`config.mk`:
```
export PLATFORM = sky130hd
export DESIGN_NAME = lcu_cmp_arbiter
export DESIGN_NICKNAME = d
export VERILOG_FILES = /design/src/rtl/lcu_cmp_arbiter.sv
export SDC_FILE = /design/constraint.sdc
export NUM_CORES = 1
export LEC_CHECK = 0
export ABC_AREA = 0
export CAP_MARGIN = 20
export CELL_PAD_IN_SITES_DETAIL_PLACEMENT = 0
export CELL_PAD_IN_SITES_GLOBAL_PLACEMENT = 1
export CORE_MARGIN = 5
export CORE_UTILIZATION = 27
export CTS_BUF_LIST = sky130_fd_sc_hd__clkbuf_4
export CTS_CLUSTER_DIAMETER = 40
export CTS_CLUSTER_SIZE = 16
export DETAILED_ROUTE_END_ITERATION = 8
export PLACE_DENSITY = 0.92
export SYNTH_ARGS = -nofsm -noshare
export SYNTH_HDL_FRONTEND = slang
export SYNTH_SLANG_ARGS = --single-unit
```
`constraint.sdc`:
```
create_clock -name clk -period 11.4 [get_ports clk]
set_clock_uncertainty 0.2 [all_clocks]
set_input_delay 2.28 -clock clk [delete_from_list [all_inputs] [get_ports clk]]
set_output_delay 2.28 -clock clk [all_outputs]
set_load 0.01 [all_outputs]
```
`src/rtl/lcu_cmp_arbiter.sv`:
```
// Round-robin arbiter sharing one WIDTH+1-bit subtract-based magnitude comparator among NREQ requesters.
// Optional macro CMP_ARB_PIPE_EN registers operands/ID ahead of the subtractor (2-cycle latency).
module lcu_cmp_arbiter #(
  parameter int NREQ  = 4,
  parameter int WIDTH = 32,
  parameter int IDW   = 3
) (
  input  logic                  clk,
  input  logic                  rst,
  input  logic [NREQ-1:0]       req_valid,
  output logic [NREQ-1:0]       req_ready,
  input  logic [NREQ*WIDTH-1:0] req_a,
  input  logic [NREQ*WIDTH-1:0] req_b,
  output logic                  rsp_valid,
  input  logic                  rsp_ready,
  output logic [IDW-1:0]        rsp_id,
  output logic [9:0]            rsp_flags
);

  function automatic logic [IDW-1:0] first_set(input logic [NREQ-1:0] mask);
    logic [IDW-1:0] idx;
    idx = '0;
    for (int i = NREQ - 1; i >= 0; i--) begin
      if (mask[i]) begin
        idx = IDW'(i);
      end
    end
    return idx;
  endfunction

  // Every flag derives from one shared subtraction: borrow, sign, overflow and zero-detect.
  function automatic logic [9:0] cmp_flags(input logic [WIDTH-1:0] a, input logic [WIDTH-1:0] b);
    logic [WIDTH:0] diff;
    logic           ltu;
    logic           lts;
    logic           eq;
    logic           ovf;
    logic           gtu;
    logic           gts;
    diff = {1'b0, a} - {1'b0, b};
    ltu  = diff[WIDTH];
    eq   = ~|diff[WIDTH-1:0];
    ovf  = (a[WIDTH-1] ^ b[WIDTH-1]) & (diff[WIDTH-1] ^ a[WIDTH-1]);
    lts  = diff[WIDTH-1] ^ ovf;
    gtu  = ~ltu & ~eq;
    gts  = ~lts & ~eq;
    return {&a, ~|a, ~gts, ~gtu, ~lts, ~ltu, lts, ltu, gts, gtu};
  endfunction

  logic [IDW-1:0]   ptr_r;
  logic [NREQ-1:0]  upper_mask_s;
  logic [IDW-1:0]   grant_s;
  logic             any_valid_s;
  logic             can_accept_s;
  logic             accept_s;
  logic [WIDTH-1:0] sel_a_s;
  logic [WIDTH-1:0] sel_b_s;
  logic             out_valid_r;

  assign rsp_valid = out_valid_r;

  // Rotating priority: requesters at or above ptr win first, otherwise wrap to the lowest index.
  always_comb begin
    upper_mask_s = '0;
    for (int i = 0; i < NREQ; i++) begin
      upper_mask_s[i] = req_valid[i] & (IDW'(i) >= ptr_r);
    end
    any_valid_s = |req_valid;
    if (|upper_mask_s) begin
      grant_s = first_set(upper_mask_s);
    end else begin
      grant_s = first_set(req_valid);
    end
  end

  // One-hot ready on the granted requester; all zero in reset or while no slot is free.
  always_comb begin
    req_ready = '0;
    accept_s  = 1'b0;
    if (!rst && any_valid_s && can_accept_s) begin
      accept_s = 1'b1;
      for (int i = 0; i < NREQ; i++) begin
        req_ready[i] = (grant_s == IDW'(i));
      end
    end else begin
      accept_s = 1'b0;
    end
  end

  // Grant mux: AND-OR select of the granted operand pair.
  always_comb begin
    sel_a_s = '0;
    sel_b_s = '0;
    for (int i = 0; i < NREQ; i++) begin
      sel_a_s = sel_a_s | (req_a[i*WIDTH +: WIDTH] & {WIDTH{grant_s == IDW'(i)}});
      sel_b_s = sel_b_s | (req_b[i*WIDTH +: WIDTH] & {WIDTH{grant_s == IDW'(i)}});
    end
  end

  // Pointer moves just past the accepted requester and holds otherwise.
  always_ff @(posedge clk) begin
    if (rst) begin
      ptr_r <= '0;
    end else if (accept_s) begin
      ptr_r <= (grant_s == IDW'(NREQ - 1)) ? '0 : grant_s + IDW'(1);
    end else begin
      ptr_r <= ptr_r;
    end
  end

`ifdef CMP_ARB_PIPE_EN
  logic             s1_valid_r;
  logic [WIDTH-1:0] s1_a_r;
  logic [WIDTH-1:0] s1_b_r;
  logic [IDW-1:0]   s1_id_r;
  logic             s1_advance_s;

  assign s1_advance_s = s1_valid_r & (~out_valid_r | rsp_ready);
  assign can_accept_s = ~s1_valid_r | s1_advance_s;

  // Stage 1 captures the granted pair so the carry chain starts from a flop.
  always_ff @(posedge clk) begin
    if (rst) begin
      s1_valid_r <= 1'b0;
      s1_a_r     <= '0;
      s1_b_r     <= '0;
      s1_id_r    <= '0;
    end else if (accept_s) begin
      s1_valid_r <= 1'b1;
      s1_a_r     <= sel_a_s;
      s1_b_r     <= sel_b_s;
      s1_id_r    <= grant_s;
    end else if (s1_advance_s) begin
      s1_valid_r <= 1'b0;
    end else begin
      s1_valid_r <= s1_valid_r;
    end
  end

  // Output register loads from stage 1 and stays bit-stable under backpressure.
  always_ff @(posedge clk) begin
    if (rst) begin
      out_valid_r <= 1'b0;
      rsp_id      <= '0;
      rsp_flags   <= '0;
    end else if (s1_advance_s) begin
      out_valid_r <= 1'b1;
      rsp_id      <= s1_id_r;
      rsp_flags   <= cmp_flags(s1_a_r, s1_b_r);
    end else if (rsp_ready) begin
      out_valid_r <= 1'b0;
    end else begin
      out_valid_r <= out_valid_r;
    end
  end
`else
  assign can_accept_s = ~out_valid_r | rsp_ready;

  // Output register loads straight from the grant mux and stays bit-stable under backpressure.
  always_ff @(posedge clk) begin
    if (rst) begin
      out_valid_r <= 1'b0;
      rsp_id      <= '0;
      rsp_flags   <= '0;
    end else if (accept_s) begin
      out_valid_r <= 1'b1;
      rsp_id      <= grant_s;
      rsp_flags   <= cmp_flags(sel_a_s, sel_b_s);
    end else if (rsp_ready) begin
      out_valid_r <= 1'b0;
    end else begin
      out_valid_r <= out_valid_r;
    end
  end
`endif

endmodule

```
==> results by group, run 1 <==
Run status
  • Status: finished, final reports clean

Global routing
  • Initial antenna violation count: 1
  • All-Layer GR Usage: 0.217
  • Global route overflow: 0
  • Vias in the first global route: ~6,500
  • First-pass GRT wire length: approximately 36,000 um
  • Pin count of the biggest net entering global routing: between 50 and 60

Setup path
  • Crit Path Class: in -> reg
  • Crit path capture type: flip-flop
  • Crit path required time: around 11 ns
  • Crit Path Max Fanout: 29
  • CP Launch Type: input pin
  • CP arrival: between 9 and 10 ns
  • CP max-delay cell: ha_2
  • Max incr delay on CP: roughly 0.73 ns

Synth
  • Synth area leader: a22oi_1
  • Post-synth EDFFs: 0
  • Synth Flop Type: dfxtp_1
  • Top cell type's share of synthesized area: 0.112
  • Synth Register Bits: 15
  • Avg Inst Size Synth: approximately 7.2 um^2
  • Mapped cell area: 4830 um^2
  • Synth top cells by count: 74 x nand2_1, 72 x a22oi_1, 46 x a22o_1
  • Post-synthesis sequential area ratio: 0.0622
  • Syn_nets: 959
  • Post-Syn Instances: around 670
  • Synth top area cells: a22oi_1 11%, a22o_1 8.3%, ha_1 6.5%, dfxtp_1 6.2%, nand2_1 5.8%
  • Async S/R FF share, synth: 0
  • Library cells used by synthesis: between 80 and 90
  • Yosys Warn Count: 0
  • Cell with the most instances after synthesis: nand2_1

Routing
  • TritonRoute pass-1 iters: 5
  • DR vias/cell: roughly 5.7
  • Detailed Route Iter0 Violations: 563
  • WL/cell: approximately 21 um
  • Remaining antenna violation count: 0
  • Vias: 6,515
  • Drt total wl: 24,100 um
  • DRC: 0

Floorplanning
  • Area of the core: 17,800 um^2
  • DIE HEIGHT: roughly 140 um
  • Row cnt: 49
  • Die X: 144 um
  • Io pins: 281
  • Starting Density: 0.272
  • Die area: between 20,000 and 25,000 um^2

Clock tree
  • Clock Pin Slew Worst Setup and Hold Paths: around 0.090 ns
  • Worst skew pair latency: between 0.2 and 0.3 ns
  • TritonCTS clock tree: built
  • Total CTS buffers: 3
  • Sink Count: 15
  • CTS Root Cell: clkbuf_4
  • CTS Hold Buffers Added: 0
  • H-tree depth: 1
  • Setup bufs post-CTS: 0
  • Post-CTS Resized: 0
  • Clk buf depth: 2

Final layout
  • Number of nets in the layout: approximately 1,200
  • Non-Filler Instances: approximately 1,100
  • Layout area overhead: 60.4%
  • Final instance area: about 7700 um^2
  • Layout cells sized above 1: 0.0566
  • Final design utilization: 0.436
  • # fillers: 1,820

STA
  • Setup ws final: 1.47 ns
  • Hold Violations, Final: 0
  • Actual slew at the worst max-slew pin: approximately 0.93 ns
  • Setup Total Neg Slack: 0 ns
  • RSZ-0062 raised after global routing: false
  • Final period util: 0.871
  • Max_slew headroom: 0.374
  • Tmin final: between 9 and 10 ns
  • Slew Viols, Final: 0
  • Setup violators final: 0
  • WHS: 0.265 ns
  • F_max: 0.101 GHz

Place
  • Placer Congestion: between 0.9 and 1
  • I/O Buffers: between 200 and 300
  • DP Worst Slack: 1.22 ns
  • Post-DP HPWL: around 20,000 um
  • Cell total after placement: ~1,100
  • Area after DPL: 7720 um^2

Hold path
  • Hold crit path type: reg -> reg

Pwr
  • Power Density: between 150 and 200 nW/um^2
  • Final Power: approximately 1.4 mW
  • Worst IR Drop VDD: ~0.00011 V
  • Pleak: between 2 and 3 nW

Job
  • Max cap viols: 0
==> where the power goes <==
part           leakage (nW)  switching, mW  internal (mW)
combinational          2.76          0.738          0.511
clock                0.0184         0.0175         0.0160
sequential            0.124        0.00771         0.0628
total                  2.90          0.763          0.589
==> sequential cells by signal, indices dropped and copies added, names as in the netlist <==
signal,count
ptr_r,2
rsp_flags,10
rsp_valid,1
rsp_id,2
==> cell families (layout without fill, tap and decap cells) <==
group	after synthesis	in the layout	share of synthesized area
compound gates	314	314	0.512
xor+xnor	13	13	0.0251
fa+ha+maj	34	34	0.0876
buf+inv	65	314	0.0718
flops	15	15	0.0622
mux	3	3	0.00622
other cells	1	2	0.000776
simple gates	224	224	0.234
==> final timing paths <==
kind	startpoint	to	slack (ns)	cells after the start
worst max-delay path	req_valid[0]	rsp_flags[0]	1.47	30
worst min-delay path	rsp_flags[3]	rsp_flags[3]	0.27	2
worst max register to register	ptr_r[1]	rsp_flags[0]	3.43	29
worst min register to register	rsp_flags[3]	rsp_flags[3]	0.27	2
==> placed cells by master (no fill, tap or decap), drive strengths merged, types with 13 or more instances in the layout <==
master           n
nor4            13
and2            16
clkdlybuf4s50  279
a22o            46
inv             25
nand4           20
dfxtp           15
nand2           75
ha              25
o21ai           23
o211ai          17
a211oi          21
a22oi           77
nor2            40
nand3           14
a221oi          17
a21oi           32
==> metal layers <==
layer / track usage / routed length [um]
met5: 0 / 0
met4: 0.0332 / 301
met3: 0.0453 / 1380
met2: 0.381 / 12300
met1: 0.280 / 10100
==> worst max-delay path: cells and delay by family <==
| family | cells | cell delay (ns) |
|---|---|---|
| AOI/OAI and AO/OA | 14 | 3.04 |
| adders and majority gates | 3 | 1.54 |
| buffers and inverters | 2 | 0.54 |
| muxes | 1 | 0.16 |
| and+or+nand+nor | 10 | 2.32 |
==> final cells by class <==
class,count,area [um^2],share of cell area
Tap cell,229,287,0.0370
Timing Repair Buffer,285,2840,0.366
Clock buffer,4,30.0,0.00388
Antenna cell,1,2.50,0.000323
Multi-Input combinational cell,589,4200,0.542
Sequential cell,15,300,0.0388
Inverter,25,93.8,0.0121
Power figures use the tool's default switching activity.
==> inputs of run 2 (changes only) <==
--- a/config.mk
+++ b/config.mk
@@ -5,8 +5,6 @@
 export SDC_FILE = /design/constraint.sdc
 export NUM_CORES = 1
 export LEC_CHECK = 0
-export ABC_AREA = 0
-export CAP_MARGIN = 20
 export CELL_PAD_IN_SITES_DETAIL_PLACEMENT = 0
 export CELL_PAD_IN_SITES_GLOBAL_PLACEMENT = 1
 export CORE_MARGIN = 5
==> results of run 2 <==
Same layout as run 1: the final DEF is identical, and so are final timing and power.
==> inputs of run 3 (changes only) <==
==> config.mk (replaced) <==
export PLATFORM = sky130hd
export DESIGN_NAME = lcu_cmp_arbiter
export DESIGN_NICKNAME = d
export VERILOG_FILES = /design/src/rtl/lcu_cmp_arbiter.sv
export SDC_FILE = /design/constraint.sdc
export NUM_CORES = 1
export LEC_CHECK = 0
export CELL_PAD_IN_SITES_DETAIL_PLACEMENT = 1
export CELL_PAD_IN_SITES_GLOBAL_PLACEMENT = 2
export CORE_MARGIN = 5
export CORE_UTILIZATION = 34
export CTS_BUF_LIST = sky130_fd_sc_hd__clkbuf_4
export CTS_CLUSTER_DIAMETER = 40
export CTS_CLUSTER_SIZE = 16
export DETAILED_ROUTE_END_ITERATION = 8
export DONT_BUFFER_PORTS = 1
export PLACE_DENSITY = 0.91
export SYNTH_ARGS = -nofsm -noshare
export SYNTH_HDL_FRONTEND = slang
export SYNTH_SLANG_ARGS = --single-unit
==> run 3 against run 2 <==
Against the previous run: via count down 12%; fmax rose by 3.2%; first-iteration DRC count down 15%; critical path depth shrank 1; worst setup slack gained 0.30 ns; highest routed layer is now met5.
==> results by group, run 3 (synthesis results as in run 1) <==
Run status
  • Status: finished, final reports clean

Setup path
  • Max incr delay on CP: roughly 0.8 ns
  • Crit path capture type: flip-flop
  • End of the critical path: rsp_flags[0]
  • CP max-delay cell: ha_2
  • Instance count on the critical path: 29
  • CP arrival: 9.61 ns
  • Crit path from: req_valid[2]
  • Crit Path Max Fanout: 38
  • Delay-heaviest family, CP: compound AO/OA/AOI/OAI gates
  • Reg2reg path depth: 29
  • Crit Path Class: in -> reg
  • Worst r2r src: ptr_r[1]
  • Reg-to-reg endpoint: rsp_flags[0]
  • Crit path required time: ~11 ns
  • CP Launch Type: input pin
  • R2R Setup Slk: about 3.2 ns
  • CP bufs+invs: 1

Pwr
  • Worst IR Drop VDD: slightly above 0.00008 V
  • Final Power: about 1.3 mW
  • Pleak: between 1.5 and 2 nW
  • Power Density: ~260 nW/um^2

Final layout
  • Number of diodes: 0
  • Register area: approximately 300 um^2
  • Largest register FFs: 10
  • Area of the multi-input gates: 4200 um^2
  • Layout area overhead: 0.985%
  • Top flop regs: rsp_flags: 10 flops, ptr_r: 2 flops, rsp_id: 2 flops
  • # fillers: between 1,500 and 2,000
  • Commonest non-fill, non-tap cell in the layout: nand2_1
  • Layout cells sized above 1: 0.0785
  • Most frequent cells in the layout: 74 x nand2_1, 72 x a22oi_1, 46 x a22o_1
  • Non-Filler Instances: between 800 and 900
  • Largest reg by FF count: rsp_flags
  • Number of nets in the layout: 928

Clock tree
  • Total CTS buffers: 3
  • CTS Root Cell: clkbuf_4
  • H-tree depth: 1
  • Clock Pin Slew Worst Setup and Hold Paths: 0.09 ns
  • Worst skew pair latency: 0.28 ns
  • TritonCTS clock tree: built
  • Sink Count: 15
  • CTS Hold Buffers Added: 0
  • Clk buf depth: 2
  • Setup bufs post-CTS: 0
  • Post-CTS Resized: 0

Floorplanning
  • Io pins: between 200 and 300
  • Die X: between 100 and 150 um
  • DIE HEIGHT: about 130 um
  • Starting Density: 0.348
  • Area of the core: roughly 14,000 um^2
  • Die area: roughly 17,000 um^2
  • Row cnt: between 40 and 50

STA
  • Actual slew at the worst max-slew pin: between 0.9 and 1 ns
  • Final period util: 0.844
  • Max_slew headroom: 0.372
  • RSZ-0062 raised after global routing: false
  • Hold Violations, Final: 0
  • F_max: between 0.1 and 0.15 GHz
  • Setup ws final: about 1.8 ns
  • Tmin final: a little under 10 ns
  • Setup Total Neg Slack: 0 ns
  • Setup violators final: 0
  • Slew Viols, Final: 0

Global routing
  • Pin count of the biggest net entering global routing: just over 40
  • Initial antenna violation count: 1
  • Global route overflow: 0
  • All-Layer GR Usage: 0.250
  • Vias in the first global route: just under 6,000
  • First-pass GRT wire length: about 33,000 um

Routing
  • Remaining antenna violation count: 0
  • DR vias/cell: 7.05
  • TritonRoute pass-1 iters: 8
  • DRC: 0
  • WL/cell: 28.0 um
  • Vias: 5,761
  • Drt total wl: approximately 23,000 um
  • Detailed Route Iter0 Violations: just under 500

Hold path
  • Hold Crit Depth: 2
  • Hold crit path type: reg -> reg

Place
  • Post-DP HPWL: about 19,000 um
  • Placer Congestion: about 0.93
  • DP Worst Slack: 1.53 ns
  • Cell total after placement: around 810
  • I/O Buffers: 0

Job
  • Max cap viols: 0
run 3: final cells by class:
type                            instances  share of cell area
Multi-Input combinational cell        589               0.861
Timing Repair Buffer                    4             0.00616
Inverter                               25              0.0192
Tap cell                              180              0.0462
Clock buffer                            4             0.00616
Sequential cell                        15              0.0616
run 3: tightest hold or removal path: cells and delay by family, from the launching register on:
family	cells	cell delay, ns
DFF	1	0.36
and+or+nand+nor	1	0.07
AOI/OAI and AO/OA	1	0.06
run 3: per-layer routing:
metal / wire length, um / vias to the layer above / track usage
met4: 332 / 2 / 0.0371
met3: 1710 / 24 / 0.0474
li1: - / 2635 / -
met5: 19 / - / 0
met1: 9680 / 2869 / 0.338
met2: 11100 / 231 / 0.422
run 3: through the flow:
step	area, um^2	hold WS [ns]	utilization
2_1_floorplan	4830	0.276	-
3_3_place_gp	4850	0.298	0.349
5_1_grt	4880	0.353	0.351
4_1_cts	4880	0.327	0.351
6_report	4880	0.322	0.351
3_5_place_dp	4850	0.312	0.349
run 3: how the worst min path moves through the flow:
stage                      start            to  slack [ns]
CTS                    rsp_id[0]     rsp_id[0]        0.33
detailed placement     rsp_id[0]     rsp_id[0]        0.31
global route        rsp_flags[3]  rsp_flags[3]        0.35
finish                 rsp_id[0]     rsp_id[0]        0.32
global placement    rsp_flags[3]  rsp_flags[3]        0.30
floorplan           rsp_flags[9]  rsp_flags[9]        0.28
run 3: power by group:
part	switching (mW)	internal [mW]	total, mW
combinational	0.734	0.417	1.15
clock	0.0167	0.0160	0.0326
sequential	0.0143	0.0629	0.0772
total	0.765	0.496	1.26
